**src/rtl/serial_block_packer.sv**
```systemverilog
// -----------------------------------------------------------------------------
// serial_block_packer
//
// Receive side of the interleaver bit-serial link. Two bit-serial streams
// (systematic c_i and interleaved c_pi) for one code block of K_SMALL or
// K_LARGE bits are packed MSB-first into bytes. Each byte pair is presented
// on a valid/ready byte interface together with its index and a last flag.
//
// Ports:
//   clk           system clock, all state on rising edge
//   clear         asynchronous active-high reset
//   k_size_6144   block size select, sampled on accepted start (0=K_SMALL)
//   start         one-cycle pulse opening a new block, honoured only in IDLE
//   bit_in_i      serial bit, systematic stream
//   bit_in_pii    serial bit, interleaved stream
//   bit_valid     bit pair present this cycle
//   bit_ready     packer can take a bit pair this cycle
//   byte_out_i    packed systematic byte, first-received bit in [7]
//   byte_out_pii  packed interleaved byte, first-received bit in [7]
//   byte_valid    byte pair held on outputs
//   byte_ready    downstream accepts byte pair
//   byte_last     final byte of the block (qualified by byte_valid)
//   byte_index    index of held byte within the block
//   block_done    one-cycle pulse after the final byte is accepted
//   busy          high from accepted start until block_done
// -----------------------------------------------------------------------------
module serial_block_packer #(
  parameter int K_SMALL = 1056,
  parameter int K_LARGE = 6144
) (
  input  logic       clk,
  input  logic       clear,
  input  logic       k_size_6144,
  input  logic       start,
  input  logic       bit_in_i,
  input  logic       bit_in_pii,
  input  logic       bit_valid,
  output logic       bit_ready,
  output logic [7:0] byte_out_i,
  output logic [7:0] byte_out_pii,
  output logic       byte_valid,
  input  logic       byte_ready,
  output logic       byte_last,
  output logic [9:0] byte_index,
  output logic       block_done,
  output logic       busy
);

  localparam logic [1:0] S_IDLE  = 2'd0;
  localparam logic [1:0] S_RECV  = 2'd1;
  localparam logic [1:0] S_DRAIN = 2'd2;
  localparam logic [1:0] S_DONE  = 2'd3;

  localparam logic [12:0] K_SMALL_W = 13'(K_SMALL);
  localparam logic [12:0] K_LARGE_W = 13'(K_LARGE);

  logic [1:0]  r_state;
  logic        r_k_sel;
  logic [12:0] r_cnt;
  // Only seven bits are stored: the eighth arrives on the load edge and is
  // concatenated directly into the output holder.
  logic [6:0]  r_acc_i;
  logic [6:0]  r_acc_pii;
  logic [7:0]  r_byte_i;
  logic [7:0]  r_byte_pii;
  logic        r_valid;
  logic        r_last;
  logic [9:0]  r_index;

  logic        w_bit_fire;
  logic        w_byte_fire;
  logic        w_load;
  logic        w_final;
  logic [12:0] w_k;
  logic [12:0] w_cnt_next;

  // Stall whenever a byte would complete while the holder is still occupied,
  // even if it is being accepted this edge; this keeps byte_ready out of the
  // bit_ready path.
  assign bit_ready   = (r_state == S_RECV) && !((r_cnt[2:0] == 3'd7) && r_valid);
  assign w_bit_fire  = bit_valid && bit_ready;
  assign w_byte_fire = r_valid && byte_ready;
  assign w_load      = w_bit_fire && (r_cnt[2:0] == 3'd7);
  assign w_k         = r_k_sel ? K_LARGE_W : K_SMALL_W;
  assign w_cnt_next  = r_cnt + 13'd1;
  assign w_final     = (w_cnt_next == w_k);

  // Control path: state, size select, bit counter and accumulators.
  // NOTE: sequential state uses non-blocking assignments so every register
  // samples pre-edge values regardless of statement order.
  always_ff @(posedge clk or posedge clear) begin
    if (clear) begin
      r_state   <= S_IDLE;
      r_k_sel   <= 1'b0;
      r_cnt     <= '0;
      r_acc_i   <= '0;
      r_acc_pii <= '0;
    end else begin
      case (r_state)
        S_IDLE: begin
          if (start) begin
            r_k_sel   <= k_size_6144;
            r_cnt     <= '0;
            r_acc_i   <= '0;
            r_acc_pii <= '0;
            r_state   <= S_RECV;
          end
        end
        S_RECV: begin
          if (w_bit_fire) begin
            r_acc_i   <= {r_acc_i[5:0], bit_in_i};
            r_acc_pii <= {r_acc_pii[5:0], bit_in_pii};
            r_cnt     <= w_cnt_next;
            if (w_final) r_state <= S_DRAIN;
          end
        end
        S_DRAIN: begin
          if (w_byte_fire) r_state <= S_DONE;
        end
        default: r_state <= S_IDLE;  // S_DONE lasts one cycle
      endcase
    end
  end

  // Output holder. A load on the same edge as an accept replaces the held
  // pair without a bubble; an accept alone empties the holder.
  always_ff @(posedge clk or posedge clear) begin
    if (clear) begin
      r_byte_i   <= '0;
      r_byte_pii <= '0;
      r_valid    <= 1'b0;
      r_last     <= 1'b0;
      r_index    <= '0;
    end else if (w_load) begin
      r_byte_i   <= {r_acc_i, bit_in_i};
      r_byte_pii <= {r_acc_pii, bit_in_pii};
      r_valid    <= 1'b1;
      r_last     <= w_final;
      r_index    <= r_cnt[12:3];
    end else if (w_byte_fire) begin
      r_valid <= 1'b0;
      r_last  <= 1'b0;
    end
  end

  assign byte_out_i   = r_byte_i;
  assign byte_out_pii = r_byte_pii;
  assign byte_valid   = r_valid;
  assign byte_last    = r_last;
  assign byte_index   = r_index;
  assign block_done   = (r_state == S_DONE);
  assign busy         = (r_state == S_RECV) || (r_state == S_DRAIN);

endmodule

```
**config.mk**
```make
export PLATFORM = sky130hd
export DESIGN_NAME = serial_block_packer
export DESIGN_NICKNAME = d
export VERILOG_FILES = /design/src/rtl/serial_block_packer.sv
export SDC_FILE = /design/constraint.sdc
export NUM_CORES = 1
export LEC_CHECK = 0
export CAP_MARGIN = 20
export CELL_PAD_IN_SITES_DETAIL_PLACEMENT = 1
export CELL_PAD_IN_SITES_GLOBAL_PLACEMENT = 1
export CORE_MARGIN = 2
export CORE_UTILIZATION = 48
export CTS_BUF_LIST = sky130_fd_sc_hd__clkbuf_4
export DETAILED_ROUTE_END_ITERATION = 10
export PLACE_DENSITY_LB_ADDON = 0.1
export SLEW_MARGIN = 40
export SYNTH_ARGS = -nofsm -noshare
export SYNTH_HDL_FRONTEND = slang
export SYNTH_SLANG_ARGS = --single-unit
```
**constraint.sdc**
```tcl
create_clock -name clk -period 4.41 [get_ports clk]
set_clock_uncertainty 0.15 [all_clocks]
set_input_delay 0.441 -clock clk [delete_from_list [all_inputs] [get_ports clk]]
set_output_delay 0.441 -clock clk [all_outputs]
set_load 0.02 [all_outputs]
```
Word level (Yosys, flattened, before mapping)
Cells that the tools add are included.
{"block": "totals", "out_inout_bits": 31, "input_bits": 8, "register_bits": 58, "wordCells": 50}
{"block": "classes", "n_reduce_logical": 13, "eq_ne": 9, "mux": 17, "n_addsub": 1}
{"op": "$mux W13", "count": 3}
{"op": "$pmux W7 S2", "count": 2}
{"op": "$pmux W13 S2", "count": 1}
{"op": "$mux W7", "count": 3}
{"op": "$add A13 B1 Y13 const B", "count": 1}
{"op": "$eq A13 B13 Y1", "count": 1}
{"op": "$mux W2", "count": 4}
{"op": "$ne A2 B2 Y1 const B", "count": 4}
{"op": "$pmux W2 S3", "count": 1}
{"op": "$logic_and A1 B1 Y1", "count": 5}
{"op": "$eq A2 B2 Y1 const B", "count": 2}
{"op": "$reduce_and A4 Y1", "count": 1}
{"op": "$reduce_bool A2 Y1", "count": 2}
{"op": "$eq A3 B3 Y1 const B", "count": 1}
{"op": "$mux W1", "count": 3}
{"op": "$reduce_and A3 Y1", "count": 1}
{"op": "$eq A2 B1 Y1 const B", "count": 1}
{"op": "$logic_not A2 Y1", "count": 1}
{"op": "$reduce_and A2 Y1", "count": 1}
{"op": "$logic_not A1 Y1", "count": 1}
{"op": "$logic_or A1 B1 Y1", "count": 1}

Logic depth before layout (Yosys ltp)
Gate-level depths: netlist of the first run.
{"block": "depth", "ltp_word": 7, "mapped_depth": 9, "depth_no_buf": 8}

Worst setup path before layout of the first run
OpenSTA, ideal clock, no wires.
{"block": "synth_path", "path_kind": "register -> register", "from": "register r_cnt[0]", "to": "register r_index[0], in the netlist byte_index[0]", "required_ps": 4135, "n_path_buf": 1, "synth_period_minus_slack_ps": 2730, "t_arrival_ps": 2455, "stages_incl_launch_ff": 8, "setup_ps": 125, "setup_slack_ps": 1680, "cell_sequence": "dfrtp_1 ha_1 ha_1 a21boi_0 and2_0 nand2_1 buf_1 mux2_2"}
{"block": "synth_between", "elab_chain_cells": 6}
{"item": "start, declared", "line_no": "59", "source": "logic [12:0] r_cnt;"}
{"item": "start signal, assigned", "line_no": "113", "source": "r_cnt <= w_cnt_next;"}
{"item": "$eq A3 B3 Y1", "line_no": "80", "source": "assign bit_ready = (r_state == S_RECV) && !((r_cnt[2:0] == 3'd7) && r_valid);"}
{"item": "$logic_and A1 B1 Y1", "line_no": "80"}
{"item": "$logic_not A1 Y1", "line_no": "80"}
{"item": "$logic_and A1 B1 Y1", "line_no": "80"}
{"item": "named net bit_ready", "line_no": "38", "source": "output logic bit_ready,"}
{"item": "$logic_and A1 B1 Y1", "line_no": "81", "source": "assign w_bit_fire = bit_valid && bit_ready;"}
{"item": "$logic_and A1 B1 Y1", "line_no": "83", "source": "assign w_load = w_bit_fire && (r_cnt[2:0] == 3'd7);"}
{"item": "end signal, assigned", "line_no": "139", "source": "r_index <= r_cnt[12:3];"}
{"item": "end, declared", "line_no": "68", "source": "logic [9:0] r_index;"}
The timed path passes the listed nets, and every way through them passes these cells.
A chain may end at the register's enable or synchronous reset.

Worst setup path in the final report of the first run
{"block": "layout_path", "from": "register r_cnt[0]", "to": "output bit_ready"}
{"block": "layout_between", "elab_chain_cells": 4}
{"item": "$eq A3 B3 Y1", "line_no": "80"}
{"item": "$logic_and A1 B1 Y1", "line_no": "80"}
{"item": "$logic_not A1 Y1", "line_no": "80"}
{"item": "$logic_and A1 B1 Y1", "line_no": "80"}
{"item": "end, declared", "line_no": "38"}
Every way passes these cells.

==> metrics.txt, run 1 <==
status=finished clean; area of the core=5440 um2; GRT Resource Usage Total=0.224; Crit Path Class=reg -> out; reg2reg start=r_cnt[0]$_DFFE_PP0P_; met1 WL=2.81 mm; Post-Place Cell Area=3110 um2; MaxCap Viol Count=0; Ports=39; Overall Power=1.24 mW; FP Rows=27; FMAX=335 MHz; pre-CTS WS=1.68 ns; layout cells sized above 1=0.176; cell total after placement=331; CP arrival=2.39 ns; first-pass GRT wire length=10.4 mm; EDFF count, synth=0; DR WL met3=186 um; vias in the first global route=2072; die width=78.5 um; Tcrit/Tclk final=0.676; final wirelength=6.13 mm; starting DRC count in detailed routing=75; Max Used Layer=met4; setup TNS=0 ns; met2 wire len=3.01 mm; min-delay worst type=in -> async; Detail Route Antenna Nets=0; final-report max-slew violation count=0; TritonCTS Sinks=58; vias post-DR=1970; critical path launch point type=flop; clock tree buffer depth=2; htree depth=3; CTS-repair resized insts=0; wire length per cell=17.8 um; reg-to-reg slack, setup=1.66 ns; Root Buffer=clkbuf_4; most frequent cells in the layout=58 x dfrtp_1, 38 x clkdlybuf4s50_1, 24 x mux2_2, 22 x o21ai_0, 20 x nand2_1; Final Hold Fails=0; CP max FO=6; clock buffer count from CTS=9; VDD IR max=0.233 mV; final instance area=3200 um2; Post-route DRC=0; Power per Cell Area=386 nW/um2; final setup fails=0; crit path capture=bit_ready; P&R area growth vs syn=20.2%; clock latency on the worst-skew pair=0.40 ns; Final WS setup=1.43 ns; Initial Utilization=0.489; Worst Path Required=3.82 ns; FF-to-FF path depth=7; Crit. Startpoint=r_cnt[0]$_DFFE_PP0P_; worst slew pin tran=0.503 ns; WHS=0.233 ns; syn_area_per_cell=11.6 um2; Primary FF master, synth=dfrtp_1; initial antenna violation count=0; Worst-path clk slew=0.10 ns; Netlist cell types=48; synthesized flop and latch total=58; RSZ-0062 raised after global routing=false; Reg-to-Reg End=byte_index[0]$_DFFE_PP0P_; CTS tree=yes; GRT overflow=0; largest net degree at the start of global routing=36; Nets=285; Final HPWL DP=4.08 mm; post-synthesis sequential area ratio=0.545; synthesized netlist cell count=229; most common cell after layout, fill and taps aside=dfrtp_1; CTS Hold Buffers Added=0; Slew headroom=0.656; fin util=0.588; DIE AREA=6160 um2; Yosys Warn Count=0; Non-Filler Instances=344; Pre-Repair DR Iteration Count=4; ys async rst share=1.00; Netlist Area Pre-Place=2660 um2; Post-CTS Setup Inserts=0; kind of end point of the critical path=output pin; Antenna diodes=0; Mapped Nets=244; final worst path period need=2.98 ns; gpl congestion=0.791; DIE HEIGHT=78.5 um; Leakage=1.48 nW; I/O Buffers=38; via density per instance=5.73
## registers in the layout, summed over array words and instances, names as in the netlist
register / flops
r_cnt: 13
byte_index: 10
byte_out_i: 8
byte_out_pii: 8
r_acc_i: 7
r_acc_pii: 7
r_state: 2
byte_last: 1
byte_valid: 1
r_k_sel: 1
## metal layers
layer  GRT usage  up-vias
met3      0.0437       11
met5           0        -
li1            -      926
met1       0.290      998
met4       0.104        0
met2       0.366       35
## where the power goes
group | switching, mW | internal [mW]
Combinational | 0.210 | 0.127
Clock | 0.177 | 0.116
Sequential | 0.0381 | 0.567
Total | 0.426 | 0.810
## critical path, stage by stage (launching register included)
cell	delay [ns]
dfrtp_1	0.45
ha_1	0.27
ha_1	0.21
a21boi_0	0.36
clkdlybuf4s50_1	0.69
## synth_stat cells, drive strengths merged, types with 3 or more instances
master	instances	area, um2
nand4	4	31.3
o31ai	3	22.5
buf	4	20.0
and3	4	25.0
nor3	3	15.0
clkbuf	7	26.3
mux2	24	270
nand2	20	75.1
dfrtp	58	1450
ha	7	87.6
inv	9	33.8
nor2	8	30.0
o21ai	23	115
a22o	17	149
nand3	5	30.0
## cells by family (layout without fill, tap and decap cells)
kind of cell             count (synthesis)  after routing  synth area share
AO/OA/AOI/OAI                           60             60             0.162
XOR/XNOR                                 2              2           0.00658
flip-flops                              58             58             0.545
buffers and inverters                   20             63            0.0301
multiplexers                            26             26             0.110
AND/OR/NAND/NOR                         56             56             0.113
adder cells (fa/ha/maj)                  7              7            0.0329
## worst min-delay path by stage
stage | slack [ns] | depth (start not counted) | startpoint | to
after floorplan | 0.31 | 1 | r_acc_i[6]$_DFFE_PP0P_ | r_acc_i[6]$_DFFE_PP0P_
after global placement | 0.32 | 2 | byte_index[7]$_DFFE_PP0P_ | byte_index[7]$_DFFE_PP0P_
after detailed placement | 0.32 | 2 | byte_index[1]$_DFFE_PP0P_ | byte_index[1]$_DFFE_PP0P_
after CTS | 0.24 | 2 | clear | byte_out_pii[6]$_DFFE_PP0P_
after global routing | 0.27 | 2 | clear | r_acc_pii[3]$_DFFE_PP0P_
final | 0.23 | 2 | clear | r_acc_pii[3]$_DFFE_PP0P_
## layout make-up
| type | count | area [um2] |
|---|---|---|
| clock buffers | 11 | 82.6 |
| clock inverters | 2 | 7.51 |
| fillers | 583 | 2240 |
| inverters | 9 | 33.8 |
| multi-input cells | 151 | 1130 |
| flip-flops and latches | 58 | 1450 |
| well taps | 72 | 90.1 |
| repair buffers | 41 | 403 |
Power figures use the tool's default switching activity.
==> run 2, diff against run 1 <==
--- a/config.mk
+++ b/config.mk
@@ -9,7 +9,7 @@
 export CELL_PAD_IN_SITES_DETAIL_PLACEMENT = 1
 export CELL_PAD_IN_SITES_GLOBAL_PLACEMENT = 1
 export CORE_MARGIN = 2
-export CORE_UTILIZATION = 48
+export CORE_UTILIZATION = 40
 export CTS_BUF_LIST = sky130_fd_sc_hd__clkbuf_4
 export DETAILED_ROUTE_END_ITERATION = 10
 export PLACE_DENSITY_LB_ADDON = 0.1
==> constraint.sdc (replaced) <==
create_clock -name clk -period 2.49 [get_ports clk]
set_clock_uncertainty 0.15 [all_clocks]
set_input_delay 0.249 -clock clk [delete_from_list [all_inputs] [get_ports clk]]
set_output_delay 0.249 -clock clk [all_outputs]
set_load 0.02 [all_outputs]
==> run 2 against run 1 <==
Cell count is 5.5% higher. Critical endpoint is now r_state[0]$_DFFE_PP0P_. Sequential power grew 74%. Global-route usage fell by 2.4 points. Utilization decreased by 5.3 points. First-iteration DRC count up 43%. Critical path depth grew 3. Non-clock buffer count is 11 higher. Flip-flop and latch count did not move. Setup slack got worse by 1.3 ns. Clock-buffer cell count is the same.
==> metrics.txt, run 2 (synthesis results as in run 1) <==
RSZ-0062 raised after global routing=false; Worst-path clk slew=0.10 ns; min-delay worst type=in -> reg; starting DRC count in detailed routing=107; FP Rows=29; Crit Path Class=reg -> reg; VDD IR max=0.320 mV; final worst path period need=2.38 ns; kind of end point of the critical path=flop; Power per Cell Area=715 nW/um2; vias post-DR=2024; FF-to-FF path depth=7; Post-CTS Setup Inserts=0; DIE AREA=7320 um2; DIE HEIGHT=85.6 um; most common cell after layout, fill and taps aside=dfrtp_1; area of the core=6390 um2; Hold Crit Start=byte_ready; wire length per cell=17.9 um; Final Hold Fails=0; switching share of power=0.336; Leakage=1.58 nW; P_sw=0.820 mW; die width=85.6 um; worst path cell trace=buf_4, nand4_4, or3_4, a221o_1, mux2i_4, a31oi_1, o41ai_2; sequential power share=0.432; Largest Register=r_cnt; most frequent cells in the layout=53 x dfrtp_1, 37 x clkdlybuf4s50_1, 24 x mux2_2, 22 x o21ai_0, 20 x nand2_1; CP arrival=2.53 ns; Tcrit/Tclk final=0.956; Final WS setup=0.110 ns; pre-CTS WS=-0.0985 ns; final setup fails=0; clock latency on the worst-skew pair=0.40 ns; via density per instance=5.58; Slew headroom=0.687; GRT Resource Usage Total=0.201; worst slew pin tran=0.466 ns; critical path launch point type=flop; Root Buffer=clkbuf_4; FMAX=420 MHz; Initial Utilization=0.417; Min-Delay Endpoint=byte_valid$_DFFE_PP0P_; CP bufs+invs=1; clock share of power=0.277; CTS tree=yes; CP Depth=7; vias in the first global route=2221; layout cells sized above 1=0.255; Crit path largest cell delay=0.39 ns; Nets=296; Hold Path Cell Cnt=2; CP max FO=6; first-pass GRT wire length=11.2 mm; gpl congestion=0.803; MaxCap Viol Count=0; Post-route DRC=0; Ports=39; CP delay by family, top=compound AO/OA/AOI/OAI gates; P&R area growth vs syn=28.4%; GRT overflow=0; clock tree buffer depth=2; Final HPWL DP=4.48 mm; cell total after placement=346; final-report max-slew violation count=0; htree depth=3; status=finished clean; Overall Power=2.44 mW; P_int=1.62 mW; Detail Route Antenna Nets=0; final wirelength=6.51 mm; Max stage delay cell, worst path=or3_4; reg-to-reg slack, setup=0.11 ns; setup TNS=0 ns; Logic pwr share=0.292; Pre-Repair DR Iteration Count=4; Antenna diodes=0; Reg-to-Reg End=r_state[0]$_DFFE_PP0P_; Non-Filler Instances=363; initial antenna violation count=0; largest net degree at the start of global routing=45; clock buffer count from CTS=9; reg2reg start=r_cnt[0]$_DFFE_PP0P_; Worst Path Required=2.64 ns; TritonCTS Sinks=58; WHS=0.300 ns; I/O Buffers=38; number of flip-flops in the largest register=13
run 2: final cells by class:
type / instances / area (um2)
Clock buffer: 11 / 82.6
Clock inverter: 5 / 55.1
Fill cell: 673 / 2970
Inverter: 9 / 33.8
Multi-Input combinational cell: 151 / 1190
Sequential cell: 58 / 1460
Tap cell: 77 / 96.3
Timing Repair Buffer: 52 / 499
run 2: per-layer routing:
layer  vias to the layer above  global-route usage  share of wire
li1                        947                   -              -
met1                      1033               0.266           0.46
met3                        11              0.0510          0.035
met4                         0              0.0693          0.015
met2                        33               0.322           0.49
met5                         -                   0              0
run 2: power groups by stage:
stage / clock network, mW / logic, mW / registers, mW
finish: 0.676 / 0.712 / 1.05
global route: 0.749 / 0.786 / 1.06
CTS: 0.699 / 0.706 / 1.05
detailed placement: 0 / 0.705 / 1.07
global placement: 0 / 0.682 / 1.07
floorplan: 0 / 0.420 / 1.07
run 2: worst max-delay path by stage:
stage | start | endpoint | slack (ns)
final | r_cnt[0]$_DFFE_PP0P_ | r_state[0]$_DFFE_PP0P_ | 0.11
after global routing | r_cnt[0]$_DFFE_PP0P_ | r_state[0]$_DFFE_PP0P_ | 0.01
after CTS | r_cnt[0]$_DFFE_PP0P_ | r_state[0]$_DFFE_PP0P_ | -0.02
after detailed placement | r_cnt[3]$_DFFE_PP0P_ | r_state[0]$_DFFE_PP0P_ | -0.1
after global placement | r_cnt[3]$_DFFE_PP0P_ | r_state[0]$_DFFE_PP0P_ | -0.06
after floorplan | r_cnt[0]$_DFFE_PP0P_ | byte_index[0]$_DFFE_PP0P_ | 0.13
run 2: per-stage QoR:
stage	util	area [um2]
final	0.535	3420
after global routing	0.535	3420
after CTS	0.527	3370
after detailed placement	0.502	3210
after global placement	0.502	3210
after floorplan	-	2670
run 2: repair_timing:
item,in CTS,in global routing
cloned,0,0
hold buffers,1,0
gates resized for setup,6,11
setup endpoints to repair,3,6
hold endpoints to repair,8,0
run 2: worst reg2reg max path, stage by stage (launching register included):
cell and delay (ns):
dfrtp_1 0.37, buf_4 0.16, nand4_4 0.17, or3_4 0.39
a221o_1 0.37, mux2i_4 0.20, a31oi_1 0.17, o41ai_2 0.32
